<file path="config.mk">
export PLATFORM = sky130hd
export DESIGN_NAME = multicycle_ctrl_fsm
export DESIGN_NICKNAME = d
export VERILOG_FILES = /design/src/rtl/ctrl_pkg.sv /design/src/rtl/ctrl_alu_dec.sv /design/src/rtl/multicycle_ctrl_fsm.sv
export SDC_FILE = /design/constraint.sdc
export NUM_CORES = 1
export LEC_CHECK = 0
export CAP_MARGIN = 15
export CORE_MARGIN = 2
export CORE_UTILIZATION = 50
export DETAILED_ROUTE_END_ITERATION = 6
export PLACE_DENSITY_LB_ADDON = 0.15
export SLEW_MARGIN = 0
export SYNTH_ARGS = -nofsm -noshare
export SYNTH_HDL_FRONTEND = slang
export SYNTH_SLANG_ARGS = --single-unit
export TNS_END_PERCENT = 30
</file>
<file path="constraint.sdc">
create_clock -name clk -period 3.5 [get_ports clk]
set_input_delay 0.35 -clock clk [delete_from_list [all_inputs] [get_ports clk]]
set_output_delay 0.35 -clock clk [all_outputs]
set_load 0.01 [all_outputs]
</file>
<file path="src/rtl/ctrl_pkg.sv">
// Shared types and encodings for the multi-cycle RV32I control unit:
// FSM states, instruction classes, opcodes, ALU ops and datapath mux selects.
package ctrl_pkg;

    typedef enum logic [2:0] {
        S_RST  = 3'd0,
        S_IF   = 3'd1,
        S_ID   = 3'd2,
        S_EX   = 3'd3,
        S_MEM  = 3'd4,
        S_WB   = 3'd5,
        S_HALT = 3'd6
    } state_t;

    typedef enum logic [3:0] {
        CLS_OP     = 4'd0,
        CLS_OPIMM  = 4'd1,
        CLS_LUI    = 4'd2,
        CLS_AUIPC  = 4'd3,
        CLS_LOAD   = 4'd4,
        CLS_STORE  = 4'd5,
        CLS_BRANCH = 4'd6,
        CLS_JAL    = 4'd7,
        CLS_JALR   = 4'd8,
        CLS_ILL    = 4'd9
    } instr_cls_t;

    localparam logic [6:0] OPC_LUI    = 7'b0110111;
    localparam logic [6:0] OPC_AUIPC  = 7'b0010111;
    localparam logic [6:0] OPC_JAL    = 7'b1101111;
    localparam logic [6:0] OPC_JALR   = 7'b1100111;
    localparam logic [6:0] OPC_BRANCH = 7'b1100011;
    localparam logic [6:0] OPC_LOAD   = 7'b0000011;
    localparam logic [6:0] OPC_STORE  = 7'b0100011;
    localparam logic [6:0] OPC_OPIMM  = 7'b0010011;
    localparam logic [6:0] OPC_OP     = 7'b0110011;

    localparam logic [6:0] F7_BASE = 7'h00;
    localparam logic [6:0] F7_ALT  = 7'h20;

    localparam logic [3:0] ALU_ADD  = 4'd0;
    localparam logic [3:0] ALU_SUB  = 4'd1;
    localparam logic [3:0] ALU_SLL  = 4'd2;
    localparam logic [3:0] ALU_SLT  = 4'd3;
    localparam logic [3:0] ALU_SLTU = 4'd4;
    localparam logic [3:0] ALU_XOR  = 4'd5;
    localparam logic [3:0] ALU_SRL  = 4'd6;
    localparam logic [3:0] ALU_SRA  = 4'd7;
    localparam logic [3:0] ALU_OR   = 4'd8;
    localparam logic [3:0] ALU_AND  = 4'd9;

    localparam logic [1:0] PC_SRC_PC4 = 2'd0;
    localparam logic [1:0] PC_SRC_ALU = 2'd1;
    localparam logic [1:0] PC_SRC_REL = 2'd2;

    localparam logic [1:0] ASRC_RS1  = 2'd0;
    localparam logic [1:0] ASRC_PC   = 2'd1;
    localparam logic [1:0] ASRC_ZERO = 2'd2;

    localparam logic [1:0] BSRC_RS2  = 2'd0;
    localparam logic [1:0] BSRC_IMM  = 2'd1;
    localparam logic [1:0] BSRC_FOUR = 2'd2;

    localparam logic [1:0] WB_ALU = 2'd0;
    localparam logic [1:0] WB_MEM = 2'd1;
    localparam logic [1:0] WB_PC4 = 2'd2;

    // OP only accepts the base and alternate funct7 encodings (no M extension).
    function automatic instr_cls_t classify(input logic [6:0] opcode, input logic [6:0] funct7);
        instr_cls_t cls;
        cls = CLS_ILL;
        case (opcode)
            OPC_OP:     cls = ((funct7 == F7_BASE) || (funct7 == F7_ALT)) ? CLS_OP : CLS_ILL;
            OPC_OPIMM:  cls = CLS_OPIMM;
            OPC_LUI:    cls = CLS_LUI;
            OPC_AUIPC:  cls = CLS_AUIPC;
            OPC_LOAD:   cls = CLS_LOAD;
            OPC_STORE:  cls = CLS_STORE;
            OPC_BRANCH: cls = CLS_BRANCH;
            OPC_JAL:    cls = CLS_JAL;
            OPC_JALR:   cls = CLS_JALR;
            default:    cls = CLS_ILL;
        endcase
        return cls;
    endfunction

    function automatic logic [3:0] funct3_to_alu(input logic [2:0] funct3, input logic alt);
        logic [3:0] op;
        case (funct3)
            3'b000:  op = alt ? ALU_SUB : ALU_ADD;
            3'b001:  op = ALU_SLL;
            3'b010:  op = ALU_SLT;
            3'b011:  op = ALU_SLTU;
            3'b100:  op = ALU_XOR;
            3'b101:  op = alt ? ALU_SRA : ALU_SRL;
            3'b110:  op = ALU_OR;
            default: op = ALU_AND;
        endcase
        return op;
    endfunction

endpackage

</file>
<file path="src/rtl/ctrl_alu_dec.sv">
// Combinational opcode/funct3/funct7 -> alu_op decoder, shared between
// the control FSM and datapath tests.
module ctrl_alu_dec
    import ctrl_pkg::*;
#(
    parameter int ALU_OP_W = 4
) (
    input  logic [6:0]          opcode,
    input  logic [2:0]          funct3,
    input  logic [6:0]          funct7,
    output logic [ALU_OP_W-1:0] alu_op
);

    logic       alt_sel;
    logic [3:0] op_raw;

    // SUB exists only in OP; in OP-IMM the funct7 field is immediate bits,
    // so only the shift-right encoding may select the arithmetic variant.
    always_comb begin
        alt_sel = 1'b0;
        op_raw  = ALU_ADD;
        case (opcode)
            OPC_OP: begin
                alt_sel = (funct7 == F7_ALT);
                op_raw  = funct3_to_alu(funct3, alt_sel);
            end
            OPC_OPIMM: begin
                alt_sel = (funct3 == 3'b101) && (funct7 == F7_ALT);
                op_raw  = funct3_to_alu(funct3, alt_sel);
            end
            OPC_BRANCH: op_raw = ALU_SUB;
            default:    op_raw = ALU_ADD;
        endcase
    end

    assign alu_op = ALU_OP_W'(op_raw);

endmodule

</file>
<file path="src/rtl/multicycle_ctrl_fsm.sv">
// Multi-cycle RV32I control FSM (IF/ID/EX/MEM/WB) with memory-wait timeout fault.
// Optional performance counters enabled by defining CTRL_PERF_CNT_EN.
module multicycle_ctrl_fsm
    import ctrl_pkg::*;
#(
    parameter int MEM_TIMEOUT = 16,
    parameter int ALU_OP_W    = 4
) (
    input  logic                clk,
    input  logic                rst_n,
    input  logic [6:0]          opcode,
    input  logic [2:0]          funct3,
    input  logic [6:0]          funct7,
    input  logic                br_cond,
    input  logic                mem_ready,
    output logic                pc_write,
    output logic                ir_write,
    output logic [1:0]          pc_src,
    output logic [1:0]          alu_src_a,
    output logic [1:0]          alu_src_b,
    output logic [ALU_OP_W-1:0] alu_op,
    output logic                mem_read,
    output logic                mem_write,
    output logic                reg_write,
    output logic [1:0]          wb_sel,
    output logic                fault
`ifdef CTRL_PERF_CNT_EN
    ,
    output logic [31:0]         cycle_cnt,
    output logic [31:0]         instret_cnt
`endif
);

    localparam logic [7:0] WAIT_LAST = 8'(MEM_TIMEOUT - 1);

    state_t              state_q, state_d;
    instr_cls_t          cls_q, cls_d;
    logic [7:0]          wait_q, wait_d;
    logic                fault_q, fault_d;
    logic [ALU_OP_W-1:0] dec_alu_op;

    ctrl_alu_dec #(
        .ALU_OP_W (ALU_OP_W)
    ) u_alu_dec (
        .opcode (opcode),
        .funct3 (funct3),
        .funct7 (funct7),
        .alu_op (dec_alu_op)
    );

    always_ff @(posedge clk or negedge rst_n) begin
        if (!rst_n) begin
            state_q <= S_RST;
            cls_q   <= CLS_ILL;
            wait_q  <= '0;
            fault_q <= 1'b0;
        end else begin
            state_q <= state_d;
            cls_q   <= cls_d;
            wait_q  <= wait_d;
            fault_q <= fault_d;
        end
    end

    always_comb begin
        state_d = state_q;
        cls_d   = cls_q;
        wait_d  = wait_q;
        fault_d = fault_q;
        case (state_q)
            S_RST: state_d = S_IF;
            S_IF:  state_d = S_ID;
            S_ID: begin
                cls_d = classify(opcode, funct7);
                if (cls_d == CLS_ILL) begin
                    state_d = S_HALT;
                    fault_d = 1'b1;
                end else begin
                    state_d = S_EX;
                end
            end
            S_EX: begin
                case (cls_q)
                    CLS_BRANCH: state_d = S_IF;
                    CLS_LOAD, CLS_STORE: begin
                        state_d = S_MEM;
                        wait_d  = '0;
                    end
                    default: state_d = S_WB;
                endcase
            end
            S_MEM: begin
                // A ready in the final allowed cycle still completes the access.
                if (mem_ready) begin
                    state_d = (cls_q == CLS_LOAD) ? S_WB : S_IF;
                end else if (wait_q == WAIT_LAST) begin
                    state_d = S_HALT;
                    fault_d = 1'b1;
                end else begin
                    wait_d = wait_q + 8'd1;
                end
            end
            S_WB: state_d = S_IF;
            S_HALT: begin
                state_d = S_HALT;
                fault_d = 1'b1;
            end
            default: begin
                state_d = S_HALT;
                fault_d = 1'b1;
            end
        endcase
    end

    always_comb begin
        pc_write  = 1'b0;
        ir_write  = 1'b0;
        pc_src    = PC_SRC_PC4;
        alu_src_a = ASRC_RS1;
        alu_src_b = BSRC_RS2;
        alu_op    = ALU_OP_W'(ALU_ADD);
        mem_read  = 1'b0;
        mem_write = 1'b0;
        reg_write = 1'b0;
        wb_sel    = WB_ALU;
        case (state_q)
            S_IF: begin
                ir_write = 1'b1;
                pc_write = 1'b1;
            end
            S_EX: begin
                alu_op = dec_alu_op;
                case (cls_q)
                    CLS_OPIMM, CLS_LOAD, CLS_STORE: alu_src_b = BSRC_IMM;
                    CLS_JALR: begin
                        alu_src_b = BSRC_IMM;
                        pc_write  = 1'b1;
                        pc_src    = PC_SRC_ALU;
                    end
                    CLS_LUI: begin
                        alu_src_a = ASRC_ZERO;
                        alu_src_b = BSRC_IMM;
                    end
                    CLS_AUIPC: begin
                        alu_src_a = ASRC_PC;
                        alu_src_b = BSRC_IMM;
                    end
                    CLS_JAL: begin
                        alu_src_a = ASRC_PC;
                        alu_src_b = BSRC_IMM;
                        pc_write  = 1'b1;
                        pc_src    = PC_SRC_REL;
                    end
                    CLS_BRANCH: begin
                        pc_write = br_cond;
                        pc_src   = PC_SRC_REL;
                    end
                    default: ;
                endcase
            end
            S_MEM: begin
                mem_read  = (cls_q == CLS_LOAD);
                mem_write = (cls_q == CLS_STORE);
            end
            S_WB: begin
                reg_write = 1'b1;
                if ((cls_q == CLS_JAL) || (cls_q == CLS_JALR)) begin
                    wb_sel = WB_PC4;
                end else if (cls_q == CLS_LOAD) begin
                    wb_sel = WB_MEM;
                end else begin
                    wb_sel = WB_ALU;
                end
            end
            default: ;
        endcase
    end

    assign fault = fault_q;

`ifdef CTRL_PERF_CNT_EN
    logic [31:0] cycle_cnt_q;
    logic [31:0] instret_cnt_q;
    logic        retire;

    assign retire = (state_d == S_IF) &&
                    ((state_q == S_EX) || (state_q == S_MEM) || (state_q == S_WB));

    always_ff @(posedge clk or negedge rst_n) begin
        if (!rst_n) begin
            cycle_cnt_q   <= '0;
            instret_cnt_q <= '0;
        end else begin
            if ((state_q != S_RST) && (state_q != S_HALT)) begin
                cycle_cnt_q <= cycle_cnt_q + 32'd1;
            end
            if (retire) begin
                instret_cnt_q <= instret_cnt_q + 32'd1;
            end
        end
    end

    assign cycle_cnt   = cycle_cnt_q;
    assign instret_cnt = instret_cnt_q;
`endif

endmodule

</file>
Yosys cells after proc, flatten, opt, wreduce, memory -nomap -nowiden
Index checks and enable logic that the tools add are counted.
{"block": "word_totals", "out_inout_bits": 18, "inputBits": 21, "ff_bits": 16, "word_cells": 99}
{"block": "op_classes", "addsub": 1, "reduce_logical": 16, "n_mux": 40, "n_eq_ne": 37, "bitwise_logic": 1}
{"operator": "4-bit case mux with 7 select lines", "count": 2}
{"operator": "4-bit case mux with 9 select lines", "count": 1}
{"operator": "7-bit by 6-bit equality test with 1-bit output, second input constant", "count": 4}
{"operator": "8-bit two-way mux", "count": 3}
{"operator": "7-bit equality test, second input constant", "count": 3}
{"operator": "4-bit by 3-bit equality test with 1-bit output, second input constant", "count": 4}
{"operator": "8-bit case mux with 2 select lines", "count": 1}
{"operator": "3-bit equality test, second input constant", "count": 5}
{"operator": "3-bit case mux with 5 select lines", "count": 1}
{"operator": "7-bit by 5-bit equality test with 1-bit output, second input constant", "count": 2}
{"operator": "1-bit two-way mux", "count": 14}
{"operator": "3-bit by 2-bit equality test with 1-bit output, second input constant", "count": 4}
{"operator": "3-bit two-way mux", "count": 4}
{"operator": "4-bit two-way mux", "count": 3}
{"operator": "4-bit case mux with 3 select lines", "count": 1}
{"operator": "2-bit inequality test, second input constant", "count": 5}
{"operator": "2-bit OR reduction", "count": 5}
{"operator": "8-bit by 1-bit adder with 8-bit output, second input constant", "count": 1}
{"operator": "4-bit by 2-bit equality test with 1-bit output, second input constant", "count": 2}
{"operator": "4-bit equality test, second input constant", "count": 2}
{"operator": "8-bit by 4-bit equality test with 1-bit output, second input constant", "count": 1}
{"operator": "2-bit two-way mux", "count": 4}
{"operator": "2-bit case mux with 2 select lines", "count": 2}
{"operator": "4-bit AND reduction", "count": 2}
{"operator": "other kinds (15)", "count": 19}

Logic depth before layout (Yosys ltp)
Gate-level depths: netlist of run 1.
{"block": "logic_depth", "ltp_word": 8, "ltp_mapped": 5, "ltp_nobuf": 5}

Hierarchy
A second synthesis of run 1 with hierarchy kept.
{"block": "hier_totals", "cells_unflattened": 165, "hier_area_um2": 1323.8}
{"mod": "multicycle_ctrl_fsm", "seq_area_each_um2": 402.9, "cells_each": 143, "n_inst": 1, "area_each_um2": 1187.4}
{"mod": "ctrl_alu_dec", "seq_area_each_um2": 0.0, "cells_each": 22, "n_inst": 1, "area_each_um2": 136.4}

Least setup slack after synthesis of run 1
Ideal clock, no wire load.
{"block": "synth_path", "path_type": "input to output", "from": "input port funct7[1]", "to": "output port alu_op[0]", "t_required_ns": 3.150, "n_path_buf": 0, "arrival_time_ns": 1.555, "path_stages": 4, "setup_slack_ns": 1.595, "path_cell_list": "or4_1 -> o311a_1 -> a211o_1 -> o21ai_0"}
{"block": "synth_via", "elab_chain_cells": 6, "elab_cells_between_ends": 10, "cone_classes": "eq/ne (1); mux (8); reduce/logical (1)"}
{"item": "start, declared", "line": "multicycle_ctrl_fsm.sv:13", "text": "input logic [6:0] funct7,"}
{"item": "7-bit by 6-bit equality test with 1-bit output (*)", "line": "ctrl_alu_dec.sv:24, ctrl_alu_dec.sv:28"}
{"item": "1-bit logical AND", "line": "ctrl_alu_dec.sv:28", "text": "alt_sel = (funct3 == 3'b101) && (funct7 == F7_ALT);"}
{"item": "1-bit two-way mux", "line": "ctrl_pkg.sv:90, ctrl_pkg.sv:95"}
{"item": "4-bit case mux with 7 select lines", "line": "ctrl_pkg.sv:89", "text": "case (funct3)"}
{"item": "4-bit case mux with 3 select lines (*)", "line": "ctrl_alu_dec.sv:22", "text": "case (opcode)"}
{"item": "4-bit two-way mux (*)", "line": "multicycle_ctrl_fsm.sv:126", "text": "case (state_q)"}
{"item": "end, declared", "line": "multicycle_ctrl_fsm.sv:21", "text": "output logic [ALU_OP_W-1:0] alu_op,"}
Every way passes the cells marked *; elsewhere a longest branch is shown, timed or not.

Worst setup path in the final report of run 1
Ends and elaborated chain as after synthesis.

==> flow_summary.ini, run 1 <==
[run_status]
status = finished clean

[yosys]
syn_area_per_cell_um2 = 7.749
synthDistinctLibCells = 51
yosys.area.top_type = dfrtp_1
ys_top_cells_by_area = dfrtp_1 26%, nor2_1 6.2%, dfstp_2 4.0%, a21oi_1 3.4%, o21ai_0 3.4%
synth_flop_cell = dfrtp_1
synthXorXnorAreaFrac = 0.006610
async_flop_share = 1.000
synthCells = 171
seq_area_frac_synth = 0.3041
synthSimpleGateAreaFrac = 0.3654
synth_top_cell_area_share = 0.2644
synth_top_family_by_area = simple AND/OR/NAND/NOR gates
yosysWarnings = 0
synth_nets = 193
synth_edf_count = 0
ys_ff_latch = 16
synth_mux_area_frac = 0.007554
post_synth_fa_ha_maj_area_fraction = 0.009443
synth-compound-area-share = 0.2417
synth_area_um2 = 1325

[routing]
num_vias = 1424
viasPerCell = 6.138
first_iter_violations = 41
routedWlPerCell_um = 13.91
first_pass_iters = 4
drc = 0
wl_um = 3227
ant_nets = 0

[floorplanning]
dieArea_um2 = 3078
boundaryPins = 39
die_w_um = 55.48
start_util = 0.5300
die-height_um = 55.48
rows = 18
core_region_area_um2 = 2500

[timing]
tightest_slew_ps = 720.2
clock_skew_ps = 9.018
max_freq_mhz = 353.5
period_minus_slack_ps = 2829
slew_headroom = 0.5183
finalMaxSlewViolations = 0
fin_ws_ps = 670.8
rsz0062_at_grt = no
fin_crit_sh = 0.8083
setup_viol = 0
hold_viol = 0
setup_tns_ps = 0
hold_ws_ps = 474.1

[clocking]
root_buffer = clkbuf_4
ctsResizeCount = 0
clk_path_buf_depth = 2
post_cts_buffers = 0
numCtsBuffers = 3
htree_levels = 1
clkSlewWorstSetupHoldPaths_ps = 100
clk_latency_ps = 290
cts_sinks = 16
cts.hold.buffers_added = 0
cts_tree = yes

[critical_path]
critPathKind = in2out
critPathCaptureType = output port
path_max_fanout = 2
start_kind = primary input
worst_ep_arrival_time_ps = 2480
cp.required_ps = 3150

[placement]
place_inst = 228
pre_cts_slack_ps = 673.4
io_buffer_count = 37
dp_hpwl_um = 2485
place.gp.congestion = 0.7630
placed_cell_area_um2 = 1688

[grt]
grt_max_degree = 17
grt_util_all_layers = 0.2098
grt_pass1_wl_um = 5319
antenna_found_initial = 0
grt_pass1_vias = 1330
grt-ovfl-total = 0

[power]
total_power_mw = 0.3970
ir_drop_uv = 159.6
power.density_nw_per_um2 = 230.3
leakagePower_nw = 0.6577

[flow_run]
cap_viol_max_count = 0

[cells_and_area]
n_antenna_cell = 0
layout.filler_cells = 206
fin_util = 0.6897
syn_to_final_growth_pct = 30.12
final_nets = 225
drive_gt1_frac = 0.06931
fin_cells = 232
stdcell_area_um2 = 1724

[min_path]
min_path_type = in2async
-- cell usage after synthesis, types with 2 or more instances --
cell type / instances
a211o_1: 2
nand2b_1: 6
nand3_1: 8
or4_1: 4
o211ai_1: 5
dfrtp_1: 14
nand4b_1: 2
dfstp_2: 2
inv_1: 10
buf_2: 3
nand3b_1: 2
nand2_1: 12
nand4_1: 2
clkbuf_1: 6
o21ai_0: 9
and2_1: 3
nor2b_1: 4
o31ai_1: 6
nor2_1: 22
a31oi_1: 2
o221ai_1: 2
a21oi_1: 9
nor3_1: 8
-- per-layer routing --
layer,wire (um),share of wire,GRT usage,vias up
li1,-,-,-,692
met5,0,0,0,-
met3,200,0.062,0.03279,6
met2,1600,0.50,0.3707,65
met4,56,0.017,0.09408,0
met1,1370,0.42,0.2478,661
-- worst max-delay path: stages --
cell	delay [ps]
clkdlybuf4s50_1	390
or4_1	530
o311a_1	300
a211o_1	260
o21ai_0	70
clkdlybuf4s50_1	560
-- layout by cell type, fill, tap and decap left out, types with 6 or more instances in the layout --
cell and count:
a21oi_1 9, clkdlybuf4s50_1 37, dfrtp_1 14, inv_1 10, nand2_1 12, nand2b_1 6, nand3_1 8, nor2_1 22
nor3_1 8, o21ai_0 9, o31ai_1 6
-- path summary, 6_finish.rpt --
kind                       startpoint   endpoint  slack (ps)  cells after the start
setup / recovery            funct7[1]  alu_op[0]         670                      6
hold / removal                  rst_n  wait_q[5]         470                      1
setup reg to reg           state_q[1]  wait_q[6]        1700                      4
hold reg to reg             wait_q[0]  wait_q[0]         540                      1
max in group asynchronous       rst_n   cls_q[2]        2560                      1
min in group clk            wait_q[0]  wait_q[0]         540                      1
-- final cells by class --
class | instances | area [um^2] | share of cell area
clock buffer | 4 | 36.28 | 0.02105
inverter | 10 | 37.54 | 0.02177
multi-input combinational | 135 | 839.6 | 0.4869
sequential | 16 | 402.9 | 0.2337
tap | 30 | 37.54 | 0.02177
timing repair buffer | 37 | 370.4 | 0.2148
-- report_power, final --
part	switching [mW]	leakage (nW)	internal [mW]	total [mW]
sequential	0.00853	0.191	0.192	0.201
combinational	0.0341	0.446	0.0384	0.0725
clock	0.0605	0.0210	0.0634	0.124
total	0.103	0.658	0.294	0.397
-- kinds of logic after synthesis --
group,Yosys count
and+or+nand+nor,84
AOI/OAI and AO/OA,47
buffers and inverters,20
DFF,16
adders and majority gates,1
other,1
xor gates and xnor gates,1
muxes,1
-- sequential cells by signal (all words and copies together) (netlist names) --
name,flops
cls_q,4
fault,1
state_q,3
wait_q,8
Power figures use the tool's default switching activity.
==> inputs of run 2 (changes only) <==
--- a/config.mk
+++ b/config.mk
@@ -7,7 +7,7 @@
 export LEC_CHECK = 0
 export CAP_MARGIN = 15
 export CORE_MARGIN = 2
-export CORE_UTILIZATION = 50
+export CORE_UTILIZATION = 43
 export DETAILED_ROUTE_END_ITERATION = 6
 export PLACE_DENSITY_LB_ADDON = 0.15
 export SLEW_MARGIN = 0
==> constraint.sdc (replaced) <==
create_clock -name clk -period 2.5 [get_ports clk]
set_input_delay 0.25 -clock clk [delete_from_list [all_inputs] [get_ports clk]]
set_output_delay 0.25 -clock clk [all_outputs]
set_load 0.01 [all_outputs]
==> flow_summary.ini, run 2 (same netlist as run 1, synthesis figures left out) <==
[floorplanning]
boundaryPins = 39
die_w_um = 59.51
core_region_area_um2 = 3003
start_util = 0.4413
die-height_um = 59.51
dieArea_um2 = 3541
rows = 20

[grt]
use_met2 = 0.3391
grt_util_all_layers = 0.2063
busiest_layer = met2
global_route.usage.met3 = 0.04803
grt_max_degree = 17
grt_pass1_vias = 1333
grt-ovfl-total = 0
grtUsageMet1 = 0.2561
grt_pass1_wl_um = 5671
antenna_found_initial = 0

[cells_and_area]
final_nets = 231
regMostFlops = wait_q
largest_reg_flops = 8
syn_to_final_growth_pct = 33.90
fin_util = 0.5908
layout_common_cells = 36 x clkdlybuf4s50_1, 22 x nor2_1, 12 x nand2_1, 12 x dfrtp_1, 10 x inv_1
final_common_cell = clkdlybuf4s50_1
regArea_um2 = 405.4
n_antenna_cell = 0
drive_gt1_frac = 0.1058
multi_input_area_um2 = 839.6
reg.largest.list = wait_q (8), cls_q (4), state_q (3)
layout.filler_cells = 303
fin_cells = 241
stdcell_area_um2 = 1774

[placement]
dp_hpwl_um = 2609
io_buffer_count = 37
pre_cts_slack_ps = -110.5
placed_cell_area_um2 = 1737
place.gp.congestion = 0.8021
place_inst = 237

[power]
seqPwrFrac = 0.497
ir_drop_uv = 134.8
power.density_nw_per_um2 = 318.5
pwr-share-clk = 0.311
switching_share = 0.2630
p_int_mw = 0.4165
combPwrFrac = 0.192
total_power_mw = 0.5651
leakagePower_nw = 0.6888
p_sw_mw = 0.1486

[timing]
finalMaxSlewViolations = 0
fin_ws_ps = 159.4
period_minus_slack_ps = 2341
max_freq_mhz = 427.2
tightest_slew_ps = 720.2
clock_skew_ps = 2.265
slew_headroom = 0.5184
setup_viol = 0
hold_viol = 0
rsz0062_at_grt = no
fin_crit_sh = 0.9362

[critical_path]
critPathMaxStageDelay_ps = 540
crit_slowest_cell = or4_1
critPathCaptureType = output port
cp.required_ps = 2250
critPathKind = in2out
path_cells = clkdlybuf4s50_1 > or4_1 > o311a_1 > a211o_1 > o21ai_0 > dlygate4sd2_1
start_kind = primary input
path_max_fanout = 2
worst_ep_arrival_time_ps = 2090

[routing]
drc = 0
wl_um = 3305
first_iter_violations = 61
num_vias = 1422
viasPerCell = 5.900
routedWlPerCell_um = 13.71
first_pass_iters = 4
ant_nets = 0

[run_status]
status = finished clean

[clocking]
root_buffer = clkbuf_4
post_cts_buffers = 0
clkSlewWorstSetupHoldPaths_ps = 100
cts.hold.buffers_added = 0
htree_levels = 1
cts_tree = yes
numCtsBuffers = 3
cts_sinks = 16
clk_latency_ps = 290
clk_path_buf_depth = 2

[flow_run]
cap_viol_max_count = 0

[min_path]
min_path_type = in2async
==> run 2: power by group through the flow <==
stage | clock [mW] | combinational (mW) | sequential (mW)
after floorplan | 0 | 0.0583 | 0.279
after CTS | 0.178 | 0.109 | 0.281
after global routing | 0.192 | 0.120 | 0.283
after detailed placement | 0 | 0.108 | 0.286
after global placement | 0 | 0.104 | 0.285
final | 0.176 | 0.108 | 0.281
==> run 2: cell type report <==
type                       instances  area share
multi-input combinational        135      0.4732
timing repair buffer              43      0.2334
sequential                        16      0.2285
tap                               33     0.02327
inverter                          10     0.02116
clock buffer                       4     0.02045
==> run 2: final timing paths <==
kind / startpoint / end / slack, ps / cells past startpoint
min in group clk: wait_q[0] / wait_q[0] / 540 / 1
hold / removal: rst_n / wait_q[7] / 380 / 1
setup reg to reg: wait_q[4] / wait_q[3] / 780 / 4
hold reg to reg: wait_q[0] / wait_q[0] / 540 / 1
max in group asynchronous: rst_n / state_q[0] / 1620 / 1
setup / recovery: funct7[1] / alu_op[0] / 160 / 6
==> run 2: timing repair <==
item                                   4_1_cts  5_1_grt
setup endpoints to repair                    1        2
gates resized for setup                      1        2
endpoints found under the hold margin        0        0
==> run 2: layer usage <==
metal	part of all wire	wire length, um	vias up
li1	-	-	700
met1	0.44	1465	660
met3	0.063	207	6
met4	0.016	52	0
met5	0	0	-
met2	0.48	1579	56
==> run 2: metrics by stage <==
stage,hold WS (ps),setup TNS (ps)
global placement,508.5,-99.22
CTS,405.1,0
global route,428.5,0
floorplan,-45.59,0
finish,379.1,0
detailed placement,524.2,-110.5
==> run 2: critical path: cells and delay by family <==
| family | cells | cell delay (ps) |
|---|---|---|
| buffers and inverters | 2 | 680 |
| AO/OA/AOI/OAI | 3 | 630 |
| AND/OR/NAND/NOR | 1 | 540 |
